File: config.mk
export PLATFORM = sky130hd
export DESIGN_NAME = serial_frame_rx_fifo_flat
export DESIGN_NICKNAME = d
export VERILOG_FILES = /design/src/rtl/serial_frame_rx_fifo_if.sv /design/src/rtl/serial_frame_rx_fifo.sv /design/src/flat_wrapper.sv
export SDC_FILE = /design/constraint.sdc
export NUM_CORES = 1
export LEC_CHECK = 0
export ABC_AREA = 1
export CORE_UTILIZATION = 53
export DETAILED_ROUTE_END_ITERATION = 8
export PLACE_DENSITY = 0.81
export RECOVER_POWER = 50
export SYNTH_ARGS = -nofsm -noshare
export SYNTH_HDL_FRONTEND = slang
export SYNTH_SLANG_ARGS = --single-unit
File: constraint.sdc
create_clock -name clk -period 2 [get_ports clk]
set_input_delay 0.4 -clock clk [delete_from_list [all_inputs] [get_ports clk]]
set_output_delay 0.4 -clock clk [all_outputs]
set_load 0.02 [all_outputs]
File: src/rtl/serial_frame_rx_fifo_if.sv
// Purpose: bundles the serial line, the FIFO read side and the status flags of
//          serial_frame_rx_fifo into one port.
// Ports:   master = line driver / message consumer, slave = the receiver itself.
//          serial, msg_rd, err_clr flow master->slave; msg, msg_valid, noti,
//          level, par_err, frm_err, ovf flow slave->master.
interface serial_frame_rx_fifo_if #(
  parameter int DATA_W = 8,
  parameter int DEPTH  = 4
);
  localparam int LVL_W = $clog2(DEPTH) + 1;

  logic              serial;
  logic              msg_rd;
  logic              err_clr;
  logic [DATA_W-1:0] msg;
  logic              msg_valid;
  logic              noti;
  logic [LVL_W-1:0]  level;
  logic              par_err;
  logic              frm_err;
  logic              ovf;

  modport master (
    output serial, msg_rd, err_clr,
    input  msg, msg_valid, noti, level, par_err, frm_err, ovf
  );

  modport slave (
    input  serial, msg_rd, err_clr,
    output msg, msg_valid, noti, level, par_err, frm_err, ovf
  );
endinterface

File: src/rtl/serial_frame_rx_fifo.sv
// Purpose: oversampled async serial receiver (start, DATA_W bits LSB first,
//          optional parity, STOP_BITS stops) feeding a DEPTH-entry show-ahead FIFO.
// Latency: byte visible on msg/msg_valid one clk after the commit cycle, which
//          itself follows the last stop-bit sample; noti pulses in the commit cycle.
// Backpressure: none on the line; a good frame arriving at a full FIFO with no
//          pop in its commit cycle is dropped and flagged in the sticky ovf.
// Ports:   clk (OVERSAMPLE x baud), rst_n (async, active low), bus (slave modport):
//          serial in, msg_rd/err_clr in, msg/msg_valid/level/noti/status flags out.
module serial_frame_rx_fifo #(
  parameter int DATA_W      = 8,
  parameter int OVERSAMPLE  = 8,
  parameter int PARITY_MODE = 1,
  parameter int STOP_BITS   = 1,
  parameter int DEPTH       = 4,
  parameter int TERM_CHAR   = 0
) (
  input logic                   clk,
  input logic                   rst_n,
  serial_frame_rx_fifo_if.slave bus
);

  localparam int AW    = $clog2(DEPTH);
  localparam int LVL_W = AW + 1;
  localparam int CW    = $clog2(OVERSAMPLE);
  localparam int BW    = 4;

  // Tick counter reload values: half a bit to reach the middle of the start
  // bit, a whole bit thereafter so every sample stays mid-bit.
  localparam logic [CW-1:0]     HALF_LD   = CW'(OVERSAMPLE / 2 - 1);
  localparam logic [CW-1:0]     FULL_LD   = CW'(OVERSAMPLE - 1);
  localparam logic [BW-1:0]     LAST_DATA = BW'(DATA_W - 1);
  localparam logic [BW-1:0]     LAST_STOP = BW'(STOP_BITS - 1);
  localparam logic [LVL_W-1:0]  FULL_LVL  = LVL_W'(DEPTH);
  localparam logic [DATA_W-1:0] TERM      = DATA_W'(TERM_CHAR);
  localparam logic              ODD_PAR   = (PARITY_MODE == 2);

  typedef enum logic [2:0] {
    S_IDLE,
    S_START,
    S_DATA,
    S_PARITY,
    S_STOP
  } state_t;

  // ---------------------------------------------------------------------------
  // Line synchroniser and falling-edge detector. All three flops reset to 1
  // (idle line) so a line held low out of reset is not taken as a start bit.
  // ---------------------------------------------------------------------------
  logic sync1_q, sync1_d;
  logic sync2_q, sync2_d;
  logic prev_q,  prev_d;
  logic rx;
  logic fall;

  always_comb begin
    sync1_d = bus.serial;
    sync2_d = sync1_q;
    prev_d  = sync2_q;
  end

  always_ff @(posedge clk or negedge rst_n) begin
    if (!rst_n) begin
      sync1_q <= 1'b1;
      sync2_q <= 1'b1;
      prev_q  <= 1'b1;
    end else begin
      sync1_q <= sync1_d;
      sync2_q <= sync2_d;
      prev_q  <= prev_d;
    end
  end

  assign rx = sync2_q;
  // prev_q tracks the line in every state, so after a low stop bit the line
  // must return high before another edge can be seen.
  assign fall = prev_q & ~rx;

  // ---------------------------------------------------------------------------
  // Frame FSM. commit_q is a registered one-cycle strobe raised by the last
  // stop sample; frm_bad_q/par_bad_q and shift_q hold the verdict and the
  // byte through that commit cycle.
  // ---------------------------------------------------------------------------
  state_t            state_q;
  logic [CW-1:0]     cnt_q;
  logic [BW-1:0]     bit_q;
  logic [DATA_W-1:0] shift_q;
  logic              par_bad_q;
  logic              frm_bad_q;
  logic              commit_q;

  always_ff @(posedge clk or negedge rst_n) begin
    if (!rst_n) begin
      state_q   <= S_IDLE;
      cnt_q     <= '0;
      bit_q     <= '0;
      shift_q   <= '0;
      par_bad_q <= 1'b0;
      frm_bad_q <= 1'b0;
      commit_q  <= 1'b0;
    end else begin
      commit_q <= 1'b0;
      case (state_q)
        S_IDLE: begin
          if (fall) begin
            cnt_q   <= HALF_LD;
            state_q <= S_START;
          end
        end

        S_START: begin
          if (cnt_q == '0) begin
            if (!rx) begin
              cnt_q     <= FULL_LD;
              bit_q     <= '0;
              par_bad_q <= 1'b0;
              frm_bad_q <= 1'b0;
              state_q   <= S_DATA;
            end else begin
              // Glitch shorter than half a bit: drop it silently.
              state_q <= S_IDLE;
            end
          end else begin
            cnt_q <= cnt_q - 1'b1;
          end
        end

        S_DATA: begin
          if (cnt_q == '0) begin
            shift_q <= {rx, shift_q[DATA_W-1:1]};
            cnt_q   <= FULL_LD;
            if (bit_q == LAST_DATA) begin
              bit_q   <= '0;
              state_q <= (PARITY_MODE != 0) ? S_PARITY : S_STOP;
            end else begin
              bit_q <= bit_q + 1'b1;
            end
          end else begin
            cnt_q <= cnt_q - 1'b1;
          end
        end

        S_PARITY: begin
          if (cnt_q == '0) begin
            // Even parity expects XOR of the data; odd expects its inverse.
            par_bad_q <= rx ^ ((^shift_q) ^ ODD_PAR);
            cnt_q     <= FULL_LD;
            state_q   <= S_STOP;
          end else begin
            cnt_q <= cnt_q - 1'b1;
          end
        end

        S_STOP: begin
          if (cnt_q == '0) begin
            if (!rx) begin
              frm_bad_q <= 1'b1;
            end
            if (bit_q == LAST_STOP) begin
              // Return to IDLE mid stop bit so a start bit that follows
              // immediately is still caught by the edge detector.
              commit_q <= 1'b1;
              state_q  <= S_IDLE;
            end else begin
              bit_q <= bit_q + 1'b1;
              cnt_q <= FULL_LD;
            end
          end else begin
            cnt_q <= cnt_q - 1'b1;
          end
        end

        default: state_q <= S_IDLE;
      endcase
    end
  end

  // ---------------------------------------------------------------------------
  // Commit decision. Error priority: framing, then parity, then overflow.
  // A pop in the commit cycle frees a slot, so a full FIFO still accepts.
  // ---------------------------------------------------------------------------
  logic [DATA_W-1:0] mem_q [DEPTH];
  logic [DATA_W-1:0] mem_d [DEPTH];
  logic [AW-1:0]     wr_ptr_q, wr_ptr_d;
  logic [AW-1:0]     rd_ptr_q, rd_ptr_d;
  logic [LVL_W-1:0]  count_q,  count_d;
  logic              par_err_q, par_err_d;
  logic              frm_err_q, frm_err_d;
  logic              ovf_q,     ovf_d;

  logic frame_ok;
  logic fifo_full;
  logic pop;
  logic wr;
  logic frm_set;
  logic par_set;
  logic ovf_set;

  assign fifo_full = (count_q == FULL_LVL);
  assign pop       = bus.msg_rd & (count_q != '0);
  assign frame_ok  = commit_q & ~frm_bad_q & ~par_bad_q;
  assign frm_set   = commit_q & frm_bad_q;
  assign par_set   = commit_q & ~frm_bad_q & par_bad_q;
  assign ovf_set   = frame_ok & fifo_full & ~pop;
  assign wr        = frame_ok & (~fifo_full | pop);

  always_comb begin
    mem_d    = mem_q;
    wr_ptr_d = wr_ptr_q;
    rd_ptr_d = rd_ptr_q;
    count_d  = count_q;

    if (wr) begin
      mem_d[wr_ptr_q] = shift_q;
      wr_ptr_d        = wr_ptr_q + 1'b1;
    end
    if (pop) begin
      rd_ptr_d = rd_ptr_q + 1'b1;
    end
    case ({wr, pop})
      2'b10:   count_d = count_q + 1'b1;
      2'b01:   count_d = count_q - 1'b1;
      default: count_d = count_q;
    endcase

    // Sticky flags: a new error in the same cycle as err_clr wins.
    par_err_d = (par_err_q & ~bus.err_clr) | par_set;
    frm_err_d = (frm_err_q & ~bus.err_clr) | frm_set;
    ovf_d     = (ovf_q     & ~bus.err_clr) | ovf_set;
  end

  always_ff @(posedge clk or negedge rst_n) begin
    if (!rst_n) begin
      for (int i = 0; i < DEPTH; i++) begin
        mem_q[i] <= '0;
      end
      wr_ptr_q  <= '0;
      rd_ptr_q  <= '0;
      count_q   <= '0;
      par_err_q <= 1'b0;
      frm_err_q <= 1'b0;
      ovf_q     <= 1'b0;
    end else begin
      mem_q     <= mem_d;
      wr_ptr_q  <= wr_ptr_d;
      rd_ptr_q  <= rd_ptr_d;
      count_q   <= count_d;
      par_err_q <= par_err_d;
      frm_err_q <= frm_err_d;
      ovf_q     <= ovf_d;
    end
  end

  // ---------------------------------------------------------------------------
  // Outputs. msg is the head entry (show-ahead); memory resets to zero so msg
  // reads 0 out of reset.
  // ---------------------------------------------------------------------------
  assign bus.msg       = mem_q[rd_ptr_q];
  assign bus.msg_valid = (count_q != '0);
  assign bus.level     = count_q;
  assign bus.noti      = wr & (shift_q == TERM);
  assign bus.par_err   = par_err_q;
  assign bus.frm_err   = frm_err_q;
  assign bus.ovf       = ovf_q;

endmodule

File: src/flat_wrapper.sv
// flat-port wrapper written by rule: the top's interface ports become plain ports
module serial_frame_rx_fifo_flat 
#(
  parameter int DATA_W      = 8,
  parameter int OVERSAMPLE  = 8,
  parameter int PARITY_MODE = 1,
  parameter int STOP_BITS   = 1,
  parameter int DEPTH       = 4,
  parameter int TERM_CHAR   = 0
)
  (clk, rst_n, bus_serial, bus_msg_rd, bus_err_clr, bus_msg, bus_msg_valid, bus_noti, bus_level, bus_par_err, bus_frm_err, bus_ovf);
  serial_frame_rx_fifo_if #(.DATA_W(DATA_W), .DEPTH(DEPTH)) bus_i ();
  input logic clk;
  input logic rst_n;
  input wire logic [$bits(bus_i.serial)-1:0] bus_serial;
  input wire logic [$bits(bus_i.msg_rd)-1:0] bus_msg_rd;
  input wire logic [$bits(bus_i.err_clr)-1:0] bus_err_clr;
  output wire logic [$bits(bus_i.msg)-1:0] bus_msg;
  output wire logic [$bits(bus_i.msg_valid)-1:0] bus_msg_valid;
  output wire logic [$bits(bus_i.noti)-1:0] bus_noti;
  output wire logic [$bits(bus_i.level)-1:0] bus_level;
  output wire logic [$bits(bus_i.par_err)-1:0] bus_par_err;
  output wire logic [$bits(bus_i.frm_err)-1:0] bus_frm_err;
  output wire logic [$bits(bus_i.ovf)-1:0] bus_ovf;
  assign bus_i.serial = bus_serial;
  assign bus_i.msg_rd = bus_msg_rd;
  assign bus_i.err_clr = bus_err_clr;
  assign bus_msg = bus_i.msg;
  assign bus_msg_valid = bus_i.msg_valid;
  assign bus_noti = bus_i.noti;
  assign bus_level = bus_i.level;
  assign bus_par_err = bus_i.par_err;
  assign bus_frm_err = bus_i.frm_err;
  assign bus_ovf = bus_i.ovf;
  serial_frame_rx_fifo #(.DATA_W(DATA_W), .OVERSAMPLE(OVERSAMPLE), .PARITY_MODE(PARITY_MODE), .STOP_BITS(STOP_BITS), .DEPTH(DEPTH), .TERM_CHAR(TERM_CHAR)) u_core (.clk(clk), .rst_n(rst_n), .bus(bus_i));
endmodule
==> results of run 1 <==
==> area by class of cell <==
class,instances,area (um2)
fill,520,2270
sequential,66,1660
multi-input combinational,277,1580
timing repair buffer,41,334
inverter,41,154
clock buffer,11,141
tap,77,96.3
clock inverter,5,77.6
==> per-stage QoR <==
step / util [%] / setup TNS [ps] / hold WS (ps)
floorplan: - / 0 / 104
global placement: 60.8 / -353 / 344
detailed placement: 60.8 / -449 / 346
CTS: 64.2 / 0 / 358
global route: 64.1 / 0 / 368
finish: 64.1 / 0 / 366
==> worst register-to-register path, stage by stage (launching register included) <==
cell and delay [ps]:
dfrtp_2 440, nor2_4 160, nand3_4 120, nand2_8 90, ha_1 140, inv_1 60
fa_2 340, a21oi_1 130, o21ai_0 110, xor2_1 150
==> synthesized netlist by cell type <==
cell type    n  area (um2)
dfstp_2      3        78.8
nor2_4       1        11.3
nor3_1       1        5.00
o32ai_1      1        8.76
xnor2_1      4        35.0
a21boi_0     1        7.51
xor2_1       7        61.3
nor2_8       4        80.1
inv_1       38         143
nand2_1    105         394
inv_2        3        11.3
o21ai_0     22         110
fa_1         1        20.0
clkbuf_1     1        3.75
nand4_1      1        6.26
ha_1        13         163
o21a_1      34         255
nor2_2       3        18.8
a21oi_1      9        45.0
nand3_1     19        95.1
o22ai_1      8        50.1
buf_6        4        45.0
nand3_2      1        10.0
o21ai_1      8        40.0
buf_4        1        7.51
nand2_8      1        20.0
dfrtp_1     63        1580
buf_2        3        15.0
nor2_1      30         113
nand2_2      3        18.8
==> flip-flops by register name, summed over array words and instances (netlist names) <==
register and count:
u_core.commit_q 1, u_core.par_bad_q 1, u_core.bus.level 3, u_core.prev_q 1, u_core.bit_q 4, u_core.state_q 3
u_core.bus.frm_err 1, u_core.cnt_q 3, u_core.bus.ovf 1, u_core.frm_bad_q 1, u_core.mem_q 32, u_core.sync1_q 1
u_core.wr_ptr_q 2, u_core.prev_d 1, u_core.bus.par_err 1, u_core.shift_q 8, u_core.rd_ptr_q 2
==> routing by layer <==
metal / up-vias / global-route usage [%] / wire length (um)
li1: 1365 / - / -
met5: - / 0 / 0
met1: 1331 / 27.4 / 3040
met3: 15 / 7.36 / 288
met4: 0 / 8.10 / 145
met2: 48 / 40.9 / 3510
==> worst max path at each step <==
stage                                   start  slack (ps)                  end  depth (start not counted)
after CTS                   u_core.shift_q[2]          20             bus_noti                          5
after detailed placement           bus_msg_rd        -250  u_core.bus.level[2]                          9
final                      u_core.rd_ptr_q[0]         100           bus_msg[6]                          4
after global placement             bus_msg_rd        -190  u_core.bus.level[2]                          9
after global routing       u_core.rd_ptr_q[0]           8           bus_msg[6]                          5
after floorplan           u_core.bus.level[1]          10  u_core.bus.level[2]                          9
==> timing repair <==
item	4_1_cts	5_1_grt
buffers inserted	0	1
hold buffers	1	0
pin swaps	0	1
endpoints found under the hold margin	15	0
setup endpoints to repair	9	10
resized for setup	10	16
==> kinds of logic (layout without fill, tap and decap cells) <==
family / after synthesis / in the layout
compound gates: 83 / 83
simple gates: 169 / 169
xor+xnor: 11 / 11
fa+ha+maj: 14 / 14
flops: 66 / 66
buf+inv: 50 / 98
==> power breakdown <==
group	switching, mW	internal [mW]
Clock	0.514	0.732
Combinational	1.48	0.959
Sequential	0.221	1.59
Total	2.22	3.28
==> qor.txt, run 1 <==
Initial antenna violation count = 0
Syn nets = 412
Overflow after GRT = 0
Top delay family on crit path = buffers and inverters
Core Rows = 29
Die Ht = 82.7 um
Critical Path Max Stage Delay = 370 ps
Final WL = 6980 um
Peak supply drop = 1170 uV
Max_cap viols = 0
Final cell count without fillers = 518
Syn avg cell area = 8.77 um2
Least-Margin Pin Slew = 900 ps
Critical path endpoint category = output port
RSZ-0062 raised after global routing = no
Clock Tree Buf Depth = 2
Die Wd = 82.7 um
Final Hold Violating Endpoints = 0
Clock buffer count from CTS = 9
Vias in the first global route = 2676
Final #Nets = 455
Buf/Inv on CP = 2
Post-synthesis mux area share = 0%
Design Area, Final = 4040 um2
Via/cell ratio = 5.33
ANT cells = 0
Fin worst setup slack = 99.0 ps
Clock latency on the worst-skew pair = 350 ps
Final GP Congestion = 0.907
Final Slew Violations = 0
Reg2reg path depth = 9
Share of layout cells above drive strength 1 = 13.8%
FF-to-FF setup slack = 170 ps
Seq/Total Area, Yosys = 48.0%
CTS H-tree lvls = 3
Setup-failing EPs final = 0
F_max = 526 MHz
WL/cell = 13.5 um
CTS tree = yes
DR vias = 2759
Hold path depth = 0
Worst Hold Launch = u_core.sync1_q
First-pass iteration count of the detailed router = 5
IO Port Bufs = 20
Largest net degree at the start of global routing = 52
Synth Area in Simple Gates = 22.4%
Reg2Reg Capture Point = u_core.bus.level[2]
Crit Path Class = flip-flop to output port
Post-synthesis cell count = 393
Netlist Area Pre-Place = 3450 um2
Slowest stage cell, crit path = dfrtp_1
Fin crit period = 1900 ps
Commonest non-fill, non-tap cell in the layout = nand2_1
Dpl ws = -254 ps
Post-Synth XOR/XNOR Area = 2.79%
CTS root buffer = clkbuf_8
Clock-pin slew on the worst setup and hold paths = 70 ps
Core box area = 6310 um2
DRC Markers = 0
Placed cells = 500
HP Class = flip-flop to flip-flop
Critical Path, Cell by Cell = buf_4 > o21ai_0 > o22ai_1 > clkdlybuf4s15_1
Distinct cells, synth = 30
Syn. warnings = 0
Most frequent cells in the layout = nand2_1, dfrtp_1, inv_1
Rel. slew slack = 40.0%
Clock skew = 7.90 ps
WP data arrival = 1500 ps
CP Max Fanout = 12
Adder-Cell Fraction of Synth Area = 5.30%
Worst hold endpoint = u_core.prev_d
Iter 0 DRT Violations = 125
Pwr Total = 5.49 mW
Leakage = 2.00 nW
Compound-cell area share of the yosys netlist = 15.0%
Pwr dens = 1360 nW/um2
Io pins = 21
First-pass GRT wire length = 11800 um
Reg2Reg Launch Point = u_core.bus.level[0]
Worst Setup Start Kind = flip-flop
Total Die Area = 6830 um2
Area Growth Syn to Fin = 17.3%
Initial Util = 54.6%
Placed cell areas = 3840 um2
Main combinational cell family by area after synthesis = simple AND/OR/NAND/NOR gates
FF+latch count, synth = 66
Final ANT Viol Nets = 0
Gr usage total = 23.6%
Clk sinks = 66
Post-detail-place hpwl = 5000 um
Status = finished, final reports clean
Worst endpoint required time = 1600 ps
Crit share post-route = 95.1%
Note: power is estimated with default switching activity, not from simulation.
==> run 2, diff against run 1 <==
--- a/config.mk
+++ b/config.mk
@@ -6,10 +6,11 @@
 export NUM_CORES = 1
 export LEC_CHECK = 0
 export ABC_AREA = 1
+export ABC_CLOCK_PERIOD_IN_PS = 2000
+export CAP_MARGIN = 20
 export CORE_UTILIZATION = 53
 export DETAILED_ROUTE_END_ITERATION = 8
 export PLACE_DENSITY = 0.81
-export RECOVER_POWER = 50
 export SYNTH_ARGS = -nofsm -noshare
 export SYNTH_HDL_FRONTEND = slang
 export SYNTH_SLANG_ARGS = --single-unit
==> run 2 against run 1 <==
Critical path depth rose by 1. Design area rose by 0.34%. Setup slack improved by 0.78 ps. Hold slack got worse by 7.5 ps. Global-route usage did not move.
==> qor.txt, run 2 (synthesized netlist as in run 1, its figures left out) <==
Reg2Reg Capture Point = u_core.bus.level[2]
First-pass iteration count of the detailed router = 4 (-1)
First-pass GRT wire length = 11800 um (unchanged)
Largest register FFs = 32 (unchanged)
Total Die Area = 6830 um2 (unchanged)
ANT cells = 0 (unchanged)
Initial antenna violation count = 0 (unchanged)
Biggest regs = u_core.mem_q x32, u_core.shift_q x8, u_core.bit_q x4
Final Hold Violating Endpoints = 0 (unchanged)
Clock-pin slew on the worst setup and hold paths = 70 ps (about the same)
IO Port Bufs = 20 (unchanged)
CP Max Fanout = 8 (-4)
FF-to-FF setup slack = 150 ps (-20 ps)
Dpl ws = -254 ps (unchanged)
Final setup TNS = 0 ps (unchanged)
F_max = 526 MHz (about the same)
Hold path depth = 0 (unchanged)
HP Class = flip-flop to flip-flop
CTS tree = yes
Rel. slew slack = 73.6% (+34 points)
CTS H-tree lvls = 3 (unchanged)
Iter 0 DRT Violations = 112 (-10%)
Crit Path Class = flip-flop to output port
Final GP Congestion = 0.907 (unchanged)
Fin worst setup slack = 99.8 ps (+0.776 ps)
Core box area = 6310 um2 (unchanged)
CTS root buffer = clkbuf_8
RSZ-0062 raised after global routing = no
Clock skew = 8.39 ps (+0.485 ps)
Final WL = 6970 um (-0.21%)
Worst hold endpoint = u_core.prev_d
Gr usage total = 23.6% (unchanged)
Die Wd = 82.7 um (unchanged)
Post-route core utilization = 64.3% (+0.22 points)
Via/cell ratio = 5.27 (-1.1%)
Worst Hold Launch = u_core.sync1_q
Most frequent cells in the layout = nand2_1, dfrtp_1, inv_1
Io pins = 21 (unchanged)
Die Ht = 82.7 um (unchanged)
Placed cell areas = 3840 um2 (unchanged)
Max_cap viols = 0 (unchanged)
Clock latency on the worst-skew pair = 350 ps (about the same)
Reg2Reg Launch Point = u_core.bus.level[0]
Crit share post-route = 95.0% (about the same)
Final ANT Viol Nets = 0 (unchanged)
Clock Tree Buf Depth = 2 (unchanged)
Initial Util = 54.6% (unchanged)
Final Slew Violations = 0 (unchanged)
Leakage = 2.00 nW (+0.30%)
Least-Margin Pin Slew = 396 ps (-504 ps)
Clk sinks = 66 (unchanged)
Commonest non-fill, non-tap cell in the layout = nand2_1
Worst Setup Start Kind = flip-flop
Core Rows = 29 (unchanged)
Setup-failing EPs final = 0 (unchanged)
Reg2reg path depth = 9 (unchanged)
Critical path endpoint category = output port
DRC Markers = 0 (unchanged)
Design Area, Final = 4060 um2 (+0.34%)
Area Growth Syn to Fin = 17.7%
WL/cell = 13.4 um (-0.21%)
Clock buffer count from CTS = 9 (unchanged)
Overflow after GRT = 0 (unchanged)
Post-detail-place hpwl = 5000 um (unchanged)
Share of layout cells above drive strength 1 = 14.7% (+0.91 points)
Status = finished, final reports clean
Final #Nets = 455 (unchanged)
Peak supply drop = 1170 uV (-0.24%)
Largest net degree at the start of global routing = 52 (unchanged)
Pwr dens = 1360 nW/um2 (-0.15%)
Worst endpoint required time = 1600 ps (about the same)
WP data arrival = 1500 ps (about the same)
DR vias = 2728 (-1.1%)
Fin crit period = 1900 ps (-0.776 ps)
Vias in the first global route = 2676 (unchanged)
Register bank with the most flops = u_core.mem_q
run 2: cell types whose count changed in the layout (fill, tap and decap cells not counted), sizes merged:
cell,delta
dlygate4sd3,-2
clkdlybuf4s50,+2
clkbuf,-1
buf,+1
run 2: stage by stage:
| stage | cells | power [mW] | hold WS (ps) |
|---|---|---|---|
| after detailed placement | 500 | 4.33 | 346 |
| after floorplan | 393 | 3.50 | 104 |
| final | 518 | 5.50 | 358 |
| after global placement | 500 | 4.24 | 344 |
| after global routing | 518 | 5.93 | 363 |
| after CTS | 517 | 5.51 | 358 |
run 2: area by class of cell:
class / count / area, um2
Clock buffer: 11 / 141
Clock inverter: 5 / 77.6
Fill cell: 517 / 2260
Inverter: 41 / 154
Multi-Input combinational cell: 277 / 1590
Sequential cell: 66 / 1660
Tap cell: 77 / 96.3
Timing Repair Buffer: 41 / 344
run 2: layer usage:
metal	wire length, um	GRT usage, %	vias to the layer above	part of all wire, %
li1	-	-	1362	-
met1	3090	27.4	1313	44
met2	3490	40.9	41	50
met3	247	7.36	12	3.5
met4	131	8.10	0	1.9
met5	0	0	-	0
run 2: where the power goes:
group | total, mW | leakage [nW] | switching, mW | internal, mW
combinational | 2.45 | 1.02 | 1.48 | 0.964
clock | 1.25 | 0.109 | 0.515 | 0.732
sequential | 1.81 | 0.875 | 0.221 | 1.59
total | 5.50 | 2.00 | 2.22 | 3.28
run 2: repair_timing:
action,4_1_cts,5_1_grt
hold endpoints to repair,15,0
gates cloned,0,0
gates resized for setup,10,16
endpoints found under the setup margin,9,10
pin swaps,0,1
buffers inserted,0,1
hold buffers,1,0
run 2: worst max-delay path, cell delays in order (launching register included):
cell and delay, ps:
dfrtp_1 400, inv_1 80, buf_4 150, nor2_1 50, o22ai_1 170, clkdlybuf4s15_1 320
run 2: how the worst max path moves through the flow:
stage                        startpoint             endpoint  cells past startpoint
floorplan           u_core.bus.level[1]  u_core.bus.level[2]                      9
global placement             bus_msg_rd  u_core.bus.level[2]                      9
detailed placement           bus_msg_rd  u_core.bus.level[2]                      9
CTS                   u_core.shift_q[2]             bus_noti                      5
global route         u_core.rd_ptr_q[0]           bus_msg[6]                      5
finish               u_core.rd_ptr_q[0]           bus_msg[6]                      5
==> run 3, diff against run 2 <==
--- a/config.mk
+++ b/config.mk
@@ -8,6 +8,7 @@
 export ABC_AREA = 1
 export ABC_CLOCK_PERIOD_IN_PS = 2000
 export CAP_MARGIN = 20
+export CORE_MARGIN = 3
 export CORE_UTILIZATION = 53
 export DETAILED_ROUTE_END_ITERATION = 8
 export PLACE_DENSITY = 0.81
==> run 3 against run 2 <==
First-iteration DRC count rose by 21%. Global-route usage fell by 3.3 points. Via count is 0.88% higher. Sequential share of layout area barely moved. Die area rose by 9.9%. Register-to-register slack got worse by 60 ps. Cell count shrank 0.39%. Power increased by 1.6%. Clock power increased by 9.6%. Critical path type unchanged.
==> qor.txt, run 3 (synthesized netlist as in run 1, its figures left out) <==
Status = finished, final reports clean
CTS root buffer = clkbuf_8
Worst endpoint required time = 1600 ps (about the same)
Die Ht = 86.7 um (+4.8%)
Clock-pin slew on the worst setup and hold paths = 70 ps (about the same)
WP data arrival = 1530 ps (+30 ps)
Final #Nets = 455 (unchanged)
Critical Path Max Stage Delay = 530 ps (+130 ps)
F_max = 517 MHz (-1.7%)
Crit share post-route = 96.6% (+1.6 points)
Placed cell areas = 3840 um2 (+0.13%)
Final cell count without fillers = 516 (-0.39%)
Clk sinks = 66 (unchanged)
Hold_ws = 360 ps (+1.80 ps)
Slowest stage cell, crit path = clkdlybuf4s50_1
First-pass GRT wire length = 12000 um (+2.4%)
CP Max Fanout = 4 (-4)
Vias in the first global route = 2669 (-0.26%)
Biggest regs = u_core.mem_q x32, u_core.shift_q x8, u_core.bit_q x4
Final GP Congestion = 0.875 (-3.6%)
FF-to-FF setup slack = 90 ps (-60 ps)
Overflow after GRT = 0 (unchanged)
Max_cap viols = 0 (unchanged)
Commonest non-fill, non-tap cell in the layout = nand2_1
Clock latency on the worst-skew pair = 340 ps (about the same)
Clock buffer count from CTS = 9 (unchanged)
WL/cell = 13.2 um (-1.8%)
Pwr dens = 1380 nW/um2 (+1.5%)
Pwr Total = 5.59 mW (+1.6%)
Die Wd = 86.7 um (+4.8%)
First-pass iteration count of the detailed router = 5 (+1)
Worst hold endpoint = u_core.prev_d
Gr usage total = 20.3% (-3.3 points)
Reg2reg path depth = 9 (unchanged)
Reg2Reg Launch Point = u_core.bus.level[1]
CTS H-tree lvls = 3 (unchanged)
Final setup TNS = 0 ps (unchanged)
RSZ-0062 raised after global routing = yes
Clock skew = 15.3 ps (+6.90 ps)
Reg2Reg Capture Point = u_core.bus.level[2]
Setup-failing EPs final = 0 (unchanged)
Share of layout cells above drive strength 1 = 15.2% (+0.45 points)
Peak supply drop = 1170 uV (+0.64%)
Final WL = 6810 um (-2.2%)
ANT cells = 0 (unchanged)
Final Slew Violations = 0 (unchanged)
Largest net degree at the start of global routing = 50 (-3.8%)
Post-detail-place hpwl = 4920 um (-1.6%)
Most frequent cells in the layout = nand2_1, dfrtp_1, inv_1
Io pins = 21 (unchanged)
CTS tree = yes
Worst Setup Start Kind = flip-flop
Critical path endpoint category = output port
Design Area, Final = 4060 um2 (about the same)
Worst Hold Launch = u_core.sync1_q
Clock Tree Buf Depth = 2 (unchanged)
Via/cell ratio = 5.33 (+1.3%)
Leakage = 2.01 nW (+0.62%)
IO Port Bufs = 20 (unchanged)
Critical Path, Cell by Cell = nor2_4 > nand2_1 > clkdlybuf4s50_1
Total Die Area = 7510 um2 (+9.9%)
HP Class = flip-flop to flip-flop
Initial Util = 56.6% (+2.0 points)
Initial antenna violation count = 0 (unchanged)
Hold path depth = 0 (unchanged)
Final ANT Viol Nets = 0 (unchanged)
Fin crit period = 1930 ps (+32.3 ps)
Placed cells = 499 (-0.20%)
Number of post-CTS setup repair buffers = 0 (unchanged)
Crit Path Class = flip-flop to output port
Largest register FFs = 32 (unchanged)
DR vias = 2752 (+0.88%)
DRC Markers = 0 (unchanged)
Rel. slew slack = 71.8% (-1.7 points)
Core Rows = 28 (-3.4%)
Core box area = 6100 um2 (-3.4%)
Least-Margin Pin Slew = 422 ps (+26.0 ps)
Iter 0 DRT Violations = 136 (+21%)
Area Growth Syn to Fin = 17.8% (about the same)
Register bank with the most flops = u_core.mem_q
Final Hold Violating Endpoints = 0 (unchanged)
## run 3: worst max path at each step
stage                     depth (start not counted)  slack, ps                start                  end
after detailed placement                          9       -270           bus_msg_rd  u_core.bus.level[2]
after global routing                              9        -50  u_core.bus.level[1]  u_core.bus.level[2]
after global placement                            9       -190           bus_msg_rd  u_core.bus.level[2]
after CTS                                         5          8   u_core.rd_ptr_q[0]           bus_msg[5]
after floorplan                                   9         10  u_core.bus.level[1]  u_core.bus.level[2]
final                                             3         70  u_core.bus.level[1]        bus_msg_valid
## run 3: layout make-up
cell class	count	area (um2)
Fill cell	479	2030
Sequential cell	66	1660
Multi-Input combinational cell	277	1580
Timing Repair Buffer	41	327
Inverter	41	154
Clock inverter	7	125
Clock buffer	9	124
Tap cell	75	93.8
## run 3: critical path, delay by kind of cell, from the launching register on
kind / cells / cell delay [ps]
and+or+nand+nor: 2 / 220
DFF: 1 / 440
buffers and inverters: 1 / 530
## run 3: what timing repair did
action / CTS / global route
gates resized for setup: 10 / 17
cloned: 0 / 0
hold buffers: 1 / 0
setup endpoints to repair: 9 / 9
endpoints found under the hold margin: 15 / 0
## run 3: per-stage QoR
step | worst slack [ps] | util, %
after global routing | -47.0 | 66.6
final | 67.4 | 66.6
after floorplan | 13.5 | -
after detailed placement | -269 | 63.1
after global placement | -186 | 63.1
after CTS | 7.91 | 67.1
## run 3: metal layers
layer  track usage, %  wire length [um]  up-vias
li1                 -                 -     1359
met1             25.3              2920     1333
met2             34.5              3540       52
met3             5.51               285        8
met4             5.95                76        0
met5                0                 0        -
## run 3: power breakdown
part | internal (mW) | leakage [nW] | switching (mW)
logic | 0.944 | 1.02 | 1.47
clock network | 0.838 | 0.124 | 0.535
registers | 1.59 | 0.875 | 0.221
